## config.mk

```make
export PLATFORM = sky130hd
export DESIGN_NAME = conv_dma_rd_arb
export DESIGN_NICKNAME = d
export VERILOG_FILES = /design/src/rtl/conv_dma_pkg.sv /design/src/rtl/conv_dma_tag_fifo.sv /design/src/rtl/conv_dma_rd_arb.sv
export SDC_FILE = /design/constraint.sdc
export NUM_CORES = 1
export LEC_CHECK = 0
export ABC_AREA = 0
export CELL_PAD_IN_SITES_DETAIL_PLACEMENT = 1
export CELL_PAD_IN_SITES_GLOBAL_PLACEMENT = 2
export CORE_AREA = 4 4 294 296
export CTS_CLUSTER_SIZE = 28
export DETAILED_ROUTE_END_ITERATION = 7
export DIE_AREA = 0 0 298 300
export MAX_ROUTING_LAYER = met4
export PLACE_DENSITY = 0.57
export SYNTH_ARGS = -nofsm -noshare
export SYNTH_HDL_FRONTEND = slang
export SYNTH_SLANG_ARGS = --single-unit
```

## constraint.sdc

```tcl
create_clock -name clk -period 4.2 [get_ports clk]
set_clock_uncertainty 0.15 [all_clocks]
set_input_delay 0.84 -clock clk [delete_from_list [all_inputs] [get_ports clk]]
set_output_delay 0.84 -clock clk [all_outputs]
set_load 0.01 [all_outputs]
```

## src/rtl/conv_dma_pkg.sv

```systemverilog
// Shared definitions for the CONV DMA read concentrator: payload field layout,
// response-routing tag and fixed channel indices.
package conv_dma_pkg;

  localparam int unsigned CH_DAT = 0;
  localparam int unsigned CH_WT  = 1;

  // Tag fields are sized for the largest supported configuration (8 channels, LEN_W <= 16).
  localparam int unsigned TAG_CH_W  = 3;
  localparam int unsigned TAG_LEN_W = 16;

  typedef struct packed {
    logic [TAG_CH_W-1:0]  ch_id;
    logic [TAG_LEN_W-1:0] len;
  } tag_t;

  localparam int unsigned TAG_W = $bits(tag_t);

  // Request payload is {len, addr, size} with size in the LSBs.
  function automatic int unsigned req_size_lsb();
    return 0;
  endfunction

  function automatic int unsigned req_addr_lsb(input int unsigned size_w);
    return size_w;
  endfunction

  function automatic int unsigned req_len_lsb(input int unsigned addr_w,
                                              input int unsigned size_w);
    return addr_w + size_w;
  endfunction

  function automatic int unsigned req_w(input int unsigned len_w, input int unsigned addr_w,
                                        input int unsigned size_w);
    return len_w + addr_w + size_w;
  endfunction

endpackage

```

## src/rtl/conv_dma_tag_fifo.sv

```systemverilog
// Synchronous tag FIFO with full/empty/count flags; push and pop may coincide even when full.
module conv_dma_tag_fifo #(
  parameter int unsigned W     = 8,
  parameter int unsigned DEPTH = 16
) (
  input  logic                       clk,
  input  logic                       rst,
  input  logic                       i_push,
  input  logic [W-1:0]               i_data,
  input  logic                       i_pop,
  output logic [W-1:0]               o_data,
  output logic                       o_full,
  output logic                       o_empty,
  output logic [$clog2(DEPTH+1)-1:0] o_count
);

  localparam int unsigned AW   = (DEPTH > 1) ? $clog2(DEPTH) : 1;
  localparam int unsigned CNTW = $clog2(DEPTH+1);

  logic [W-1:0]    r_mem [DEPTH];
  logic [AW-1:0]   r_wptr;
  logic [AW-1:0]   r_rptr;
  logic [CNTW-1:0] r_count;
  logic            w_push;
  logic            w_pop;

  assign o_full  = (r_count == CNTW'(DEPTH));
  assign o_empty = (r_count == '0);
  assign o_count = r_count;
  assign o_data  = r_mem[r_rptr];

  assign w_pop  = i_pop && !o_empty;
  assign w_push = i_push && (!o_full || w_pop);

  function automatic logic [AW-1:0] nxt_ptr(input logic [AW-1:0] p);
    return (p == AW'(DEPTH-1)) ? '0 : p + 1'b1;
  endfunction

  always_ff @(posedge clk or posedge rst) begin
    if (rst) begin
      r_wptr  <= '0;
      r_rptr  <= '0;
      r_count <= '0;
    end else begin
      if (w_push) r_wptr <= nxt_ptr(r_wptr);
      if (w_pop)  r_rptr <= nxt_ptr(r_rptr);
      if (w_push && !w_pop)      r_count <= r_count + 1'b1;
      else if (w_pop && !w_push) r_count <= r_count - 1'b1;
    end
  end

  always_ff @(posedge clk) begin
    if (w_push) r_mem[r_wptr] <= i_data;
  end

endmodule

```

## src/rtl/conv_dma_rd_arb.sv

```systemverilog
// Round-robin merge of NUM_CH DMA read requesters onto one MCIF read port with in-order
// response routing. Optional per-channel beat counters under CONV_DMA_RD_ARB_PERF_EN.
module conv_dma_rd_arb
  import conv_dma_pkg::*;
#(
  parameter int unsigned NUM_CH    = 2,
  parameter int unsigned LEN_W     = 8,
  parameter int unsigned ADDR_W    = 32,
  parameter int unsigned SIZE_W    = 32,
  parameter int unsigned DW        = 256,
  parameter int unsigned MAX_OUTST = 8
) (
  input  logic                                          clk,
  input  logic                                          rst,
  input  logic [NUM_CH-1:0]                             ch_req_vld,
  output logic [NUM_CH-1:0]                             ch_req_rdy,
  input  logic [NUM_CH*(LEN_W+ADDR_W+SIZE_W)-1:0]       ch_req_pd,
  output logic [NUM_CH-1:0]                             ch_resp_vld,
  input  logic [NUM_CH-1:0]                             ch_resp_rdy,
  output logic [DW-1:0]                                 ch_resp_pd,
  output logic                                          ch_resp_last,
  output logic                                          mcif_req_vld,
  input  logic                                          mcif_req_rdy,
  output logic [LEN_W+ADDR_W+SIZE_W-1:0]                mcif_req_pd,
  input  logic                                          mcif_resp_vld,
  output logic                                          mcif_resp_rdy,
  input  logic [DW-1:0]                                 mcif_resp_pd,
  output logic [NUM_CH*($clog2(MAX_OUTST)+1)-1:0]       outst_cnt,
  output logic                                          err_orphan
`ifdef CONV_DMA_RD_ARB_PERF_EN
  ,
  input  logic                                          perf_clr,
  output logic [NUM_CH*32-1:0]                          perf_beat_cnt
`endif
);

  localparam int unsigned PD_W    = req_w(LEN_W, ADDR_W, SIZE_W);
  localparam int unsigned LEN_LSB = req_len_lsb(ADDR_W, SIZE_W);
  localparam int unsigned CW      = $clog2(MAX_OUTST) + 1;
  localparam int unsigned IW      = (NUM_CH > 1) ? $clog2(NUM_CH) : 1;
  localparam int unsigned DEPTH   = NUM_CH * MAX_OUTST;
  localparam logic [CW-1:0] MAX_CNT = CW'(MAX_OUTST);

  logic [IW-1:0]          r_rr_ptr;
  logic                   r_req_vld;
  logic [PD_W-1:0]        r_req_pd;
  logic [NUM_CH*CW-1:0]   r_outst;
  logic [LEN_W-1:0]       r_beat;
  logic                   r_err;

  logic [NUM_CH-1:0]      w_elig;
  logic                   w_can_load;
  logic                   w_gnt_vld;
  logic [IW-1:0]          w_gnt_idx;
  logic [PD_W-1:0]        w_sel_pd;
  tag_t                   w_push_tag;
  tag_t                   w_head;
  logic                   w_full;
  logic                   w_empty;
  logic [$clog2(DEPTH+1)-1:0] w_count;
  logic [IW-1:0]          w_h;
  logic                   w_ne;
  logic                   w_last;
  logic                   w_beat_ok;
  logic                   w_pop;

  assign w_can_load = !r_req_vld || mcif_req_rdy;
  assign w_ne       = !w_empty;
  assign w_h        = w_head.ch_id[IW-1:0];
  assign w_last     = (r_beat == w_head.len[LEN_W-1:0]);
  assign w_beat_ok  = mcif_resp_vld && w_ne && ch_resp_rdy[w_h];
  assign w_pop      = w_beat_ok && w_last;

  always_comb begin
    for (int i = 0; i < NUM_CH; i++) begin
      w_elig[i] = ch_req_vld[i] && (r_outst[i*CW +: CW] < MAX_CNT) && (!w_full || w_pop) &&
                  w_can_load && !rst;
    end
  end

  // Scan from the pointer; the first eligible channel wins.
  always_comb begin : p_arb
    int v_idx;
    v_idx     = 0;
    w_gnt_vld = 1'b0;
    w_gnt_idx = '0;
    for (int k = 0; k < int'(NUM_CH); k++) begin
      v_idx = int'(r_rr_ptr) + k;
      if (v_idx >= int'(NUM_CH)) v_idx = v_idx - int'(NUM_CH);
      if (!w_gnt_vld && w_elig[v_idx]) begin
        w_gnt_vld = 1'b1;
        w_gnt_idx = IW'(v_idx);
      end
    end
  end

  always_comb begin
    ch_req_rdy = '0;
    if (w_gnt_vld) ch_req_rdy[w_gnt_idx] = 1'b1;
  end

  assign w_sel_pd         = ch_req_pd[32'(w_gnt_idx)*PD_W +: PD_W];
  assign w_push_tag.ch_id = TAG_CH_W'(w_gnt_idx);
  assign w_push_tag.len   = TAG_LEN_W'(w_sel_pd[LEN_LSB +: LEN_W]);

  conv_dma_tag_fifo #(
    .W     (TAG_W),
    .DEPTH (DEPTH)
  ) u_tag_fifo (
    .clk     (clk),
    .rst     (rst),
    .i_push  (w_gnt_vld),
    .i_data  (w_push_tag),
    .i_pop   (w_pop),
    .o_data  (w_head),
    .o_full  (w_full),
    .o_empty (w_empty),
    .o_count (w_count)
  );

  always_ff @(posedge clk or posedge rst) begin
    if (rst) begin
      r_rr_ptr  <= '0;
      r_req_vld <= 1'b0;
      r_req_pd  <= '0;
    end else begin
      if (w_can_load) begin
        r_req_vld <= w_gnt_vld;
        if (w_gnt_vld) r_req_pd <= w_sel_pd;
      end
      if (w_gnt_vld) begin
        r_rr_ptr <= (w_gnt_idx == IW'(NUM_CH-1)) ? '0 : w_gnt_idx + 1'b1;
      end
    end
  end

  // A grant and a final-beat pop on the same channel cancel out.
  always_ff @(posedge clk or posedge rst) begin
    if (rst) begin
      r_outst <= '0;
    end else begin
      for (int i = 0; i < NUM_CH; i++) begin
        if ((w_gnt_vld && w_gnt_idx == IW'(i)) && !(w_pop && w_h == IW'(i))) begin
          r_outst[i*CW +: CW] <= r_outst[i*CW +: CW] + 1'b1;
        end else if (!(w_gnt_vld && w_gnt_idx == IW'(i)) && (w_pop && w_h == IW'(i))) begin
          r_outst[i*CW +: CW] <= r_outst[i*CW +: CW] - 1'b1;
        end
      end
    end
  end

  always_ff @(posedge clk or posedge rst) begin
    if (rst) begin
      r_beat <= '0;
      r_err  <= 1'b0;
    end else begin
      if (w_beat_ok) r_beat <= w_last ? '0 : r_beat + 1'b1;
      if (mcif_resp_vld && w_empty) r_err <= 1'b1;
    end
  end

  always_comb begin
    ch_resp_vld = '0;
    if (mcif_resp_vld && w_ne) ch_resp_vld[w_h] = 1'b1;
  end

  // With no tag outstanding the beat is swallowed so MCIF never stalls on it.
  assign mcif_resp_rdy = w_ne ? ch_resp_rdy[w_h] : (mcif_resp_vld && !rst);
  assign ch_resp_pd    = (mcif_resp_vld && w_ne) ? mcif_resp_pd : '0;
  assign ch_resp_last  = mcif_resp_vld && w_ne && w_last;
  assign mcif_req_vld  = r_req_vld;
  assign mcif_req_pd   = r_req_pd;
  assign outst_cnt     = r_outst;
  assign err_orphan    = r_err;

`ifdef CONV_DMA_RD_ARB_PERF_EN
  logic [NUM_CH*32-1:0] r_perf;

  always_ff @(posedge clk or posedge rst) begin
    if (rst) begin
      r_perf <= '0;
    end else begin
      for (int i = 0; i < NUM_CH; i++) begin
        if (perf_clr) begin
          r_perf[i*32 +: 32] <= '0;
        end else if (w_beat_ok && w_h == IW'(i) && r_perf[i*32 +: 32] != 32'hFFFF_FFFF) begin
          r_perf[i*32 +: 32] <= r_perf[i*32 +: 32] + 32'd1;
        end
      end
    end
  end

  assign perf_beat_cnt = r_perf;
`endif

endmodule

```

# [Word level (Yosys, flattened, before mapping)]
# Memories as Yosys holds them, arrays and structs flattened.
# Index checks and enable logic that the tools add are counted.
[totals] regBits=104 ramBits=144 in_bits=408 out_inout_bits=344 word_cells=124 mem_count=1
[mem_list] memory="u_tag_fifo.r_mem" words=16 word_bits=9 read_ports=1 rd_ports_with_merged_regs=0 wr=1 line="conv_dma_tag_fifo.sv:20" text="logic [W-1:0] r_mem [DEPTH];"
[classes] add_sub_neg=13 multipliers=1 order_cmp=10 eq_ne=4 n_shift=1 n_mux=34 bitwise=2 n_reduce_logical=48
[ops] cell="256-bit 2-to-1 mux" n=1
[ops] cell="144-bit by 9-bit indexed part select with 72-bit output" n=1
[ops] cell="32-bit by 3-bit less-than comparator with 1-bit output (second input constant)" n=2
[ops] cell="32-bit 2-to-1 mux" n=2
[ops] cell="1-bit logical AND" n=29
[ops] cell="4-bit 2-to-1 mux" n=6
[ops] cell="1-bit 2-to-1 mux" n=18
[ops] cell="4-bit by 1-bit adder with 4-bit output (second input constant)" n=4
[ops] cell="1-bit zero test" n=11
[ops] cell="5-bit 2-to-1 mux" n=2
[ops] cell="8-bit by 1-bit adder with 8-bit output (second input constant)" n=1
[ops] cell="4-bit == test (second input constant)" n=2
[ops] cell="8-bit == test" n=1
[ops] cell="4-bit less-than comparator (second input constant)" n=2
[ops] cell="8-bit 2-to-1 mux" n=1
[ops] cell="4-bit by 1-bit subtractor with 4-bit output (second input constant)" n=2
[ops] cell="2-bit nonzero test" n=3
[ops] cell="5-bit by 1-bit adder with 5-bit output (second input constant)" n=1
[ops] cell="5-bit == test (second input constant)" n=1
[ops] cell="5-bit zero test" n=1
[ops] cell="1-bit by 4-bit multiplier with 5-bit output (second input constant)" n=1
[ops] cell="5-bit by 1-bit subtractor with 5-bit output (second input constant)" n=1
[ops] cell="1-bit by 2-bit less-than comparator with 1-bit output (second input constant)" n=2
[ops] cell="2-bit 2-to-1 mux" n=2
[ops] cell="other kinds (11)" n=16

# [Logic depth before layout (Yosys ltp)]
# Gate-level depths: netlist of run 1.
[depth] word_depth=22 ltp_mapped=21 mapped_depth_nobuf=16

# [By module]
# From an unflattened synthesis of run 1, not the netlist that was laid out.
[unflattened] cells_unflattened=1219 area_unflattened_um2=18965.7
[by_module_without_submodules] module="conv_dma_tag_fifo" instances=1 cells_per_inst=569 area_each_um2=12275.5 seq_area_each_um2=9454.1
[by_module_without_submodules] module="conv_dma_rd_arb" instances=1 cells_per_inst=650 area_each_um2=6690.2 seq_area_each_um2=2277.2

# [Worst setup path after synthesis of run 1]
# OpenSTA, ideal clock, no wires.
[synth_timing] path_type="input -> output" from="in rst" to="out mcif_resp_rdy" arrival_time_ns=3.377 t_required_ns=3.210 slack_ns=-0.167 cell_stages=3 path_buffers=0 path_cell_list="inv_1 > nand3_1 > o21ai_0"
[synth_via] elab_chain_cells=3
[synth_rtl] element="start: declaration" line="conv_dma_rd_arb.sv:14" text="input logic rst,"
[synth_rtl] element="1-bit zero test (no line)"
[synth_rtl] element="1-bit logical AND" line="conv_dma_rd_arb.sv:168" text="assign mcif_resp_rdy = w_ne ? ch_resp_rdy[w_h] : (mcif_resp_vld && !rst);"
[synth_rtl] element="1-bit 2-to-1 mux" line="conv_dma_rd_arb.sv:168"
[synth_rtl] element="end: declaration" line="conv_dma_rd_arb.sv:26" text="output logic mcif_resp_rdy,"
# No other way between the ends.

# [Worst setup path after layout of run 1]
[layout_timing] from="reg u_tag_fifo.r_rptr[1]" to="out ch_req_rdy[0]"
[layout_via] elab_chain_cells=21 word_cells_on_any_way=31 classes_between="2 x order compare; 1 x eq/ne; 15 x mux; 12 x reduce/logical; 1 x memory"
[layout_rtl] element="start: declaration" line="conv_dma_tag_fifo.sv:22" text="logic [AW-1:0] r_rptr;"
[layout_rtl] element="start signal: assignment" line="conv_dma_tag_fifo.sv:46" text="if (w_pop) r_rptr <= nxt_ptr(r_rptr);"
[layout_rtl] element="memory read 16 x 9 bit *"
[layout_rtl] element="1-bit 2-to-1 mux (not written as such) (2 in series)" line="conv_dma_rd_arb.sv:71" text="assign w_beat_ok = mcif_resp_vld && w_ne && ch_resp_rdy[w_h];"
[layout_rtl] element="1-bit logical AND" line="conv_dma_rd_arb.sv:71"
[layout_rtl] element="1-bit logical AND *" line="conv_dma_rd_arb.sv:72" text="assign w_pop = w_beat_ok && w_last;"
[layout_rtl] element="1-bit logical OR *" line="conv_dma_rd_arb.sv:76" text="w_elig[i] = ch_req_vld[i] && (r_outst[i*CW +: CW] < MAX_CNT) && (!w_full || w_pop) &&"
[layout_rtl] element="1-bit logical AND (2 in series)" line="conv_dma_rd_arb.sv:76"
[layout_rtl] element="1-bit logical AND" line="conv_dma_rd_arb.sv:77" text="w_can_load && !rst;"
[layout_rtl] element="1-bit 2-to-1 mux (not written as such) (3 in series)" line="conv_dma_rd_arb.sv:90" text="if (!w_gnt_vld && w_elig[v_idx]) begin"
[layout_rtl] element="1-bit 2-to-1 mux" line="conv_dma_rd_arb.sv:90"
[layout_rtl] element="1-bit zero test" line="conv_dma_rd_arb.sv:90"
[layout_rtl] element="1-bit logical AND" line="conv_dma_rd_arb.sv:90"
[layout_rtl] element="1-bit 2-to-1 mux" line="conv_dma_rd_arb.sv:90"
[layout_rtl] element="1-bit by 2-bit less-than comparator with 1-bit output (not written as such) / 1-bit greater-or-equal comparator (equally long branches)" line="conv_dma_rd_arb.sv:99" text="if (w_gnt_vld) ch_req_rdy[w_gnt_idx] = 1'b1;"
[layout_rtl] element="1-bit logical AND (not written as such)" line="conv_dma_rd_arb.sv:99"
[layout_rtl] element="1-bit 2-to-1 mux (not written as such)" line="conv_dma_rd_arb.sv:99"
[layout_rtl] element="1-bit demux with 1-bit select" line="conv_dma_rd_arb.sv:99"
[layout_rtl] element="2-bit 2-to-1 mux *" line="conv_dma_rd_arb.sv:99"
[layout_rtl] element="end: declaration" line="conv_dma_rd_arb.sv:16" text="output logic [NUM_CH-1:0] ch_req_rdy,"
# Mark *: on every way between the ends. The rest lies on a longest branch, timed or not. The select of a mux whose other input is x is not followed.

==> results of run 1 <==
-- cells in the final DEF (no fill, tap or decap), types with 13 or more instances in the layout --
master,synthesis,layout
clkdlybuf4s50_1,0,741
and2_1,259,258
edfxtp_1,144,144
mux2_2,120,120
dfrtp_1,104,103
buf_4,6,87
mux2_1,38,38
mux2i_1,33,33
clkbuf_16,0,29
diode_2,0,27
mux4_2,27,27
nand2_1,21,21
buf_12,0,17
o21ai_0,17,15
xnor2_1,16,15
ha_1,17,13
-- critical path, stage by stage, from the launching register on --
cell      delay [ps]
dfrtp_2          420
buf_12           130
mux4_2           490
mux4_2           510
xnor2_2          160
o211ai_2         130
nor4_4           300
buf_6            170
o21ai_2           70
nor2_2           150
buf_6            130
-- path summary, 6_finish.rpt --
check / from / endpoint / slack, ps / cells past startpoint
max: u_tag_fifo.r_rptr[1] / ch_req_rdy[0] / -60 / 10
min: err_orphan / err_orphan / 320 / 1
max reg2reg: u_tag_fifo.r_rptr[1] / outst_cnt[3] / -10 / 19
min reg2reg: err_orphan / err_orphan / 320 / 1
max in group asynchronous: rst / mcif_req_pd[28] / 2340 / 3
min in group asynchronous: rst / r_beat[6] / 960 / 3
-- flip-flops by register name, indices dropped and copies added (netlist names) --
| signal | count |
|---|---|
| u_tag_fifo.r_mem | 144 |
| mcif_req_pd | 72 |
| outst_cnt | 8 |
| r_beat | 8 |
| u_tag_fifo.o_count | 5 |
| u_tag_fifo.r_rptr | 4 |
| u_tag_fifo.r_wptr | 4 |
| err_orphan | 1 |
| mcif_req_vld | 1 |
| r_rr_ptr | 1 |
-- report_power, final --
group          switching, uW  internal, uW  total (uW)  leakage (uW)
Clock                   1040          1490        2530      0.000464
Combinational           2110          2700        4820       0.00566
Sequential               390          3190        3580       0.00252
Total                   3550          7380       10900       0.00865
-- layer usage --
| layer | share of wire [%] | vias to the layer above | track usage (%) | wire length [um] |
|---|---|---|---|---|
| li1 | - | 5218 | - | - |
| met1 | 34 | 5501 | 15.9 | 26700 |
| met2 | 58 | 485 | 34.5 | 45800 |
| met3 | 6.4 | 59 | 5.14 | 5100 |
| met4 | 2.2 | 0 | 5.59 | 1750 |
| met5 | 0 | - | - | 0 |
-- Yosys cell counts (8+ instances only) --
cell type / count / share of area [%]
nor2_1: 11 / 0.32
nand3_1: 8 / 0.31
clkbuf_1: 41 / 1.2
and3_1: 11 / 0.53
xnor2_1: 16 / 1.1
a22oi_1: 8 / 0.46
a21oi_1: 9 / 0.35
and2_1: 259 / 12
nand2_1: 21 / 0.61
buf_2: 10 / 0.38
mux2_2: 120 / 10
edfxtp_1: 144 / 33
o21ai_0: 17 / 0.65
nand2b_1: 9 / 0.43
mux4_2: 27 / 4.7
dfrtp_1: 104 / 20
nor3_1: 9 / 0.35
mux2i_1: 33 / 2.5
inv_1: 14 / 0.40
mux2_1: 38 / 3.3
ha_1: 17 / 1.6
-- logic make-up after synthesis --
group,share of synthesized area (%)
buffers and inverters,2.92
adder cells (fa/ha/maj),2.09
AO/OA/AOI/OAI,2.90
multiplexers,20.9
AND/OR/NAND/NOR,16.5
XOR/XNOR,1.48
flip-flops,53.2
-- what timing repair did --
action | in CTS | in global routing
gates cloned | 0 | 1
resized for setup | 28 | 11
buffers inserted | 4 | 3
setup endpoints to repair | 49 | 18
pin swaps | 10 | 5
-- cell type report --
type                            instances  area share, %
Timing Repair Buffer                  853           35.9
Clock buffer                           34           3.09
Sequential cell                       248           29.2
Tap cell                             1080           5.70
Clock inverter                         18          0.897
Multi-Input combinational cell        672           24.6
Antenna cell                           27          0.285
Inverter                               17          0.290
-- through the flow --
stage / hold slack, ps / cells / util, %
after floorplan: 315 / 1000 / -
after global placement: 296 / 2862 / 26.9
after detailed placement: 320 / 2862 / 26.9
after CTS: 334 / 2918 / 28.2
after global routing: 346 / 2948 / 28.4
final: 324 / 2949 / 28.4
==> flow_summary.toml, run 1 <==
[layout]
num-nets-final = 2248
syn_to_final_growth_pct = 82.1
layout-drive-gt1-share_pct = 17.9
register_area_um2 = 6930
multiInputGateArea_um2 = 5840
fillCellCount = 9162
layout.cell_area.non_filler_um2 = 23700

[grt]
grtUsageTotal_pct = 17.5
grt_pass1_vias = 12500
grt_antenna_before_repair = 33
gr-total-overflow = 0
global_route_wire_length_before_repair_um = 106000
pin_count_of_the_biggest_net_entering_global_routing = 75

[routing]
initialDrtViolationCount = 349
vias_cell = 3.82
postRouteAntennaNets = 0
number_of_detailed_route_iterations_in_the_first_pass = 4
postRouteWirelength_um = 79300
wl_per_cell_um = 26.9
vias = 11300
drcViolationCount = 0

[sta]
setup_viol = 4
final_period_minus_worst_setup_slack_ps = 4260
slew_headroom_pct = 48.0
fin_ws_ps = -63.3
report.final.slew_viol_count = 0
hold_viol_final = 0
timing.final.crit_share_pct = 102
worst-slew-pin-transition_ps = 780
rsz0062_at_grt = "true"
fmaxAchievable_mhz = 235
setup-tns-final_ps = -118

[die]
core_area_um2 = 83600
i_o_pin_cnt = 752
die_width_um = 298
die_area_um2 = 89400
initial_util_pct = 15.6
placement_rows = 106
die-height_um = 300

[placed_design]
placed_area_um2 = 22500
port_buffers = 751
place.gp.congestion = 0.928
detailed_place_hpwl_um = 67500
detailedPlace.worstSlack_ps = -129

[cts]
worst_skew_pair.late_latency_ps = 600
cts_inserted_buffers = 28
clock_input_transition_at_the_sequential_cells_of_the_worst_setup_and_hold_paths_ps = 60
root_buffer = "clkbuf_16"
cts_sinks = 248
cts_hold_repair.buffers = 0
tritoncts = "done"
bufs_on_longest_clock_path = 3
cts.htree.levels = 1

[power_and_ir_drop]
leakagePower_uw = 0.00865
power.density_cell_area_nw_per_um2 = 461
totalPowerFinal_uw = 10900
highest_ir_drop_seen_on_vdd_v = 0.000344

[synth]
synth_cell_type_count = 53
synth_edf_count = 144
netlist_area_um2 = 13000
synth.yosys.seq_area_share_pct = 53.2
synth.ff_latch_count = 248
yosys_warnings = 0
yosys_most_used_dff = "edfxtp_1"
postSynth.asyncResetShare_pct = 41.9
synthesized_area_divided_by_synthesized_cell_count_um2 = 13.0
synth_fp_nets = 1428
synth_cells = 1000

[run_status]
violated_checks = "negative setup slack"
outcome = "finished, violations left"

[critical_path]
critPathLaunchType = "flop"
crit_fanout = 5
path_class = "flop to output pin"
crit_arrival_ps = 3270
crit_path_end_kind = "output pin"
cp_data_required_time_ps = 3210

[min_path]
hp-class = "flop to flop"

[run]
cap_violations = 0
(Power assumes the default switching activity.)
==> run 2, diff against run 1 <==
--- a/config.mk
+++ b/config.mk
@@ -14,6 +14,7 @@
 export DIE_AREA = 0 0 298 300
 export MAX_ROUTING_LAYER = met4
 export PLACE_DENSITY = 0.57
+export SKIP_CTS_REPAIR_TIMING = 1
 export SYNTH_ARGS = -nofsm -noshare
 export SYNTH_HDL_FRONTEND = slang
 export SYNTH_SLANG_ARGS = --single-unit
==> flow_summary.toml, run 2 (synthesized netlist as in run 1, its figures left out) <==
[grt]
pin_count_of_the_biggest_net_entering_global_routing = 75
global_route_wire_length_before_repair_um = 106000
gr-total-overflow = 0
grtUsageTotal_pct = 17.5
grt_antenna_before_repair = 33
grt_pass1_vias = 12500

[routing]
vias_cell = 3.82
wl_per_cell_um = 26.9
vias = 11300
postRouteAntennaNets = 0
initialDrtViolationCount = 318
number_of_detailed_route_iterations_in_the_first_pass = 6
postRouteWirelength_um = 79400
drcViolationCount = 0

[die]
die-height_um = 300
die_width_um = 298
die_area_um2 = 89400
core_area_um2 = 83600
initial_util_pct = 15.6
placement_rows = 106
i_o_pin_cnt = 752

[sta]
setup-tns-final_ps = -123
report.final.slew_viol_count = 0
setup_viol = 3
timing.final.crit_share_pct = 101
worst-slew-pin-transition_ps = 784
fin_ws_ps = -54.8
final_period_minus_worst_setup_slack_ps = 4250
fmaxAchievable_mhz = 235
slew_headroom_pct = 47.7
fin_worst_hold_slack_ps = 324
hold_viol_final = 0
rsz0062_at_grt = "true"

[min_path]
hp-class = "flop to flop"

[layout]
layout_common_cells = "clkdlybuf4s50_1, and2_1, edfxtp_1, mux2_2, dfrtp_1"
regMostFlops = "u_tag_fifo.r_mem"
layout-drive-gt1-share_pct = 18.2
syn_to_final_growth_pct = 82.7
multiInputGateArea_um2 = 5890
fillCellCount = 9151
register_area_um2 = 6930
layout_commonest_cell = "clkdlybuf4s50_1"
largest_register_ffs = 144
num-nets-final = 2249

[power_and_ir_drop]
highest_ir_drop_seen_on_vdd_v = 0.000347
leakagePower_uw = 0.00866
power.density_cell_area_nw_per_um2 = 461
totalPowerFinal_uw = 11000

[run]
cap_violations = 0

[cts]
worst_skew_pair.late_latency_ps = 600
clock_input_transition_at_the_sequential_cells_of_the_worst_setup_and_hold_paths_ps = 60
cts_inserted_buffers = 28
cts_sinks = 248
cts.htree.levels = 1
tritoncts = "done"
bufs_on_longest_clock_path = 3
root_buffer = "clkbuf_16"

[critical_path]
cp_data_required_time_ps = 3210
crit_fanout = 7
crit_arrival_ps = 3260
critPathLaunchType = "flop"
path_class = "flop to output pin"
crit_path_end_kind = "output pin"

[placed_design]
port_buffers = 751
detailed_place_hpwl_um = 67500
place.gp.congestion = 0.928

[run_status]
outcome = "finished, violations left"
violated_checks = "negative setup slack"
-- run 2: power breakdown --
| group | switching (uW) | internal, uW | total, uW |
|---|---|---|---|
| combinational | 2120 | 2720 | 4850 |
| clock | 1040 | 1490 | 2530 |
| sequential | 394 | 3190 | 3580 |
| total | 3560 | 7400 | 11000 |
-- run 2: worst paths after layout --
check	startpoint	to	slack [ps]	cells after the start
worst max-delay path	u_tag_fifo.r_rptr[0]	ch_req_rdy[0]	-50	13
worst min-delay path	err_orphan	err_orphan	320	1
worst max register to register	u_tag_fifo.r_rptr[0]	outst_cnt[3]	50	22
worst min register to register	err_orphan	err_orphan	320	1
max in group asynchronous	rst	mcif_req_pd[28]	2330	3
min in group asynchronous	rst	r_beat[6]	960	3
-- run 2: worst max-delay path, stage by stage (launching register included) --
cell	delay (ps)
dfrtp_1	420
buf_12	160
buf_12	100
mux4_2	470
mux2i_1	180
mux2i_1	110
buf_4	160
mux2i_1	130
nand2b_4	170
nor4_4	260
buf_6	180
o21ai_4	70
nor2_4	130
buf_6	120
-- run 2: cell type report --
cell class,count,share of cell area (%)
multi-input combinational,672,24.7
clock inverter,18,0.894
tap,1080,5.68
antenna,27,0.284
sequential,248,29.1
inverter,17,0.289
clock buffer,34,3.08
timing repair buffer,854,35.9
-- run 2: routing by layer --
layer  share of wire, %  wire length, um  GRT usage (%)  vias to the layer above
met5                  0                0              -                        -
met4                2.2             1770           5.59                        0
met3                6.5             5130           5.14                       58
met2                 58            45900           34.4                      492
met1                 33            26600           16.0                     5500
li1                   -                -              -                     5222
-- run 2: metrics by stage --
step / cells / instance area [um^2] / worst slack (ps) / utilization [%]
2_1_floorplan: 1000 / 13000 / 19.7 / -
3_3_place_gp: 2862 / 22500 / -148 / 26.9
3_5_place_dp: 2862 / 22500 / -129 / 26.9
4_1_cts: 2914 / 23400 / -802 / 28.1
5_1_grt: 2949 / 23800 / -227 / 28.5
6_report: 2950 / 23800 / -54.8 / 28.5
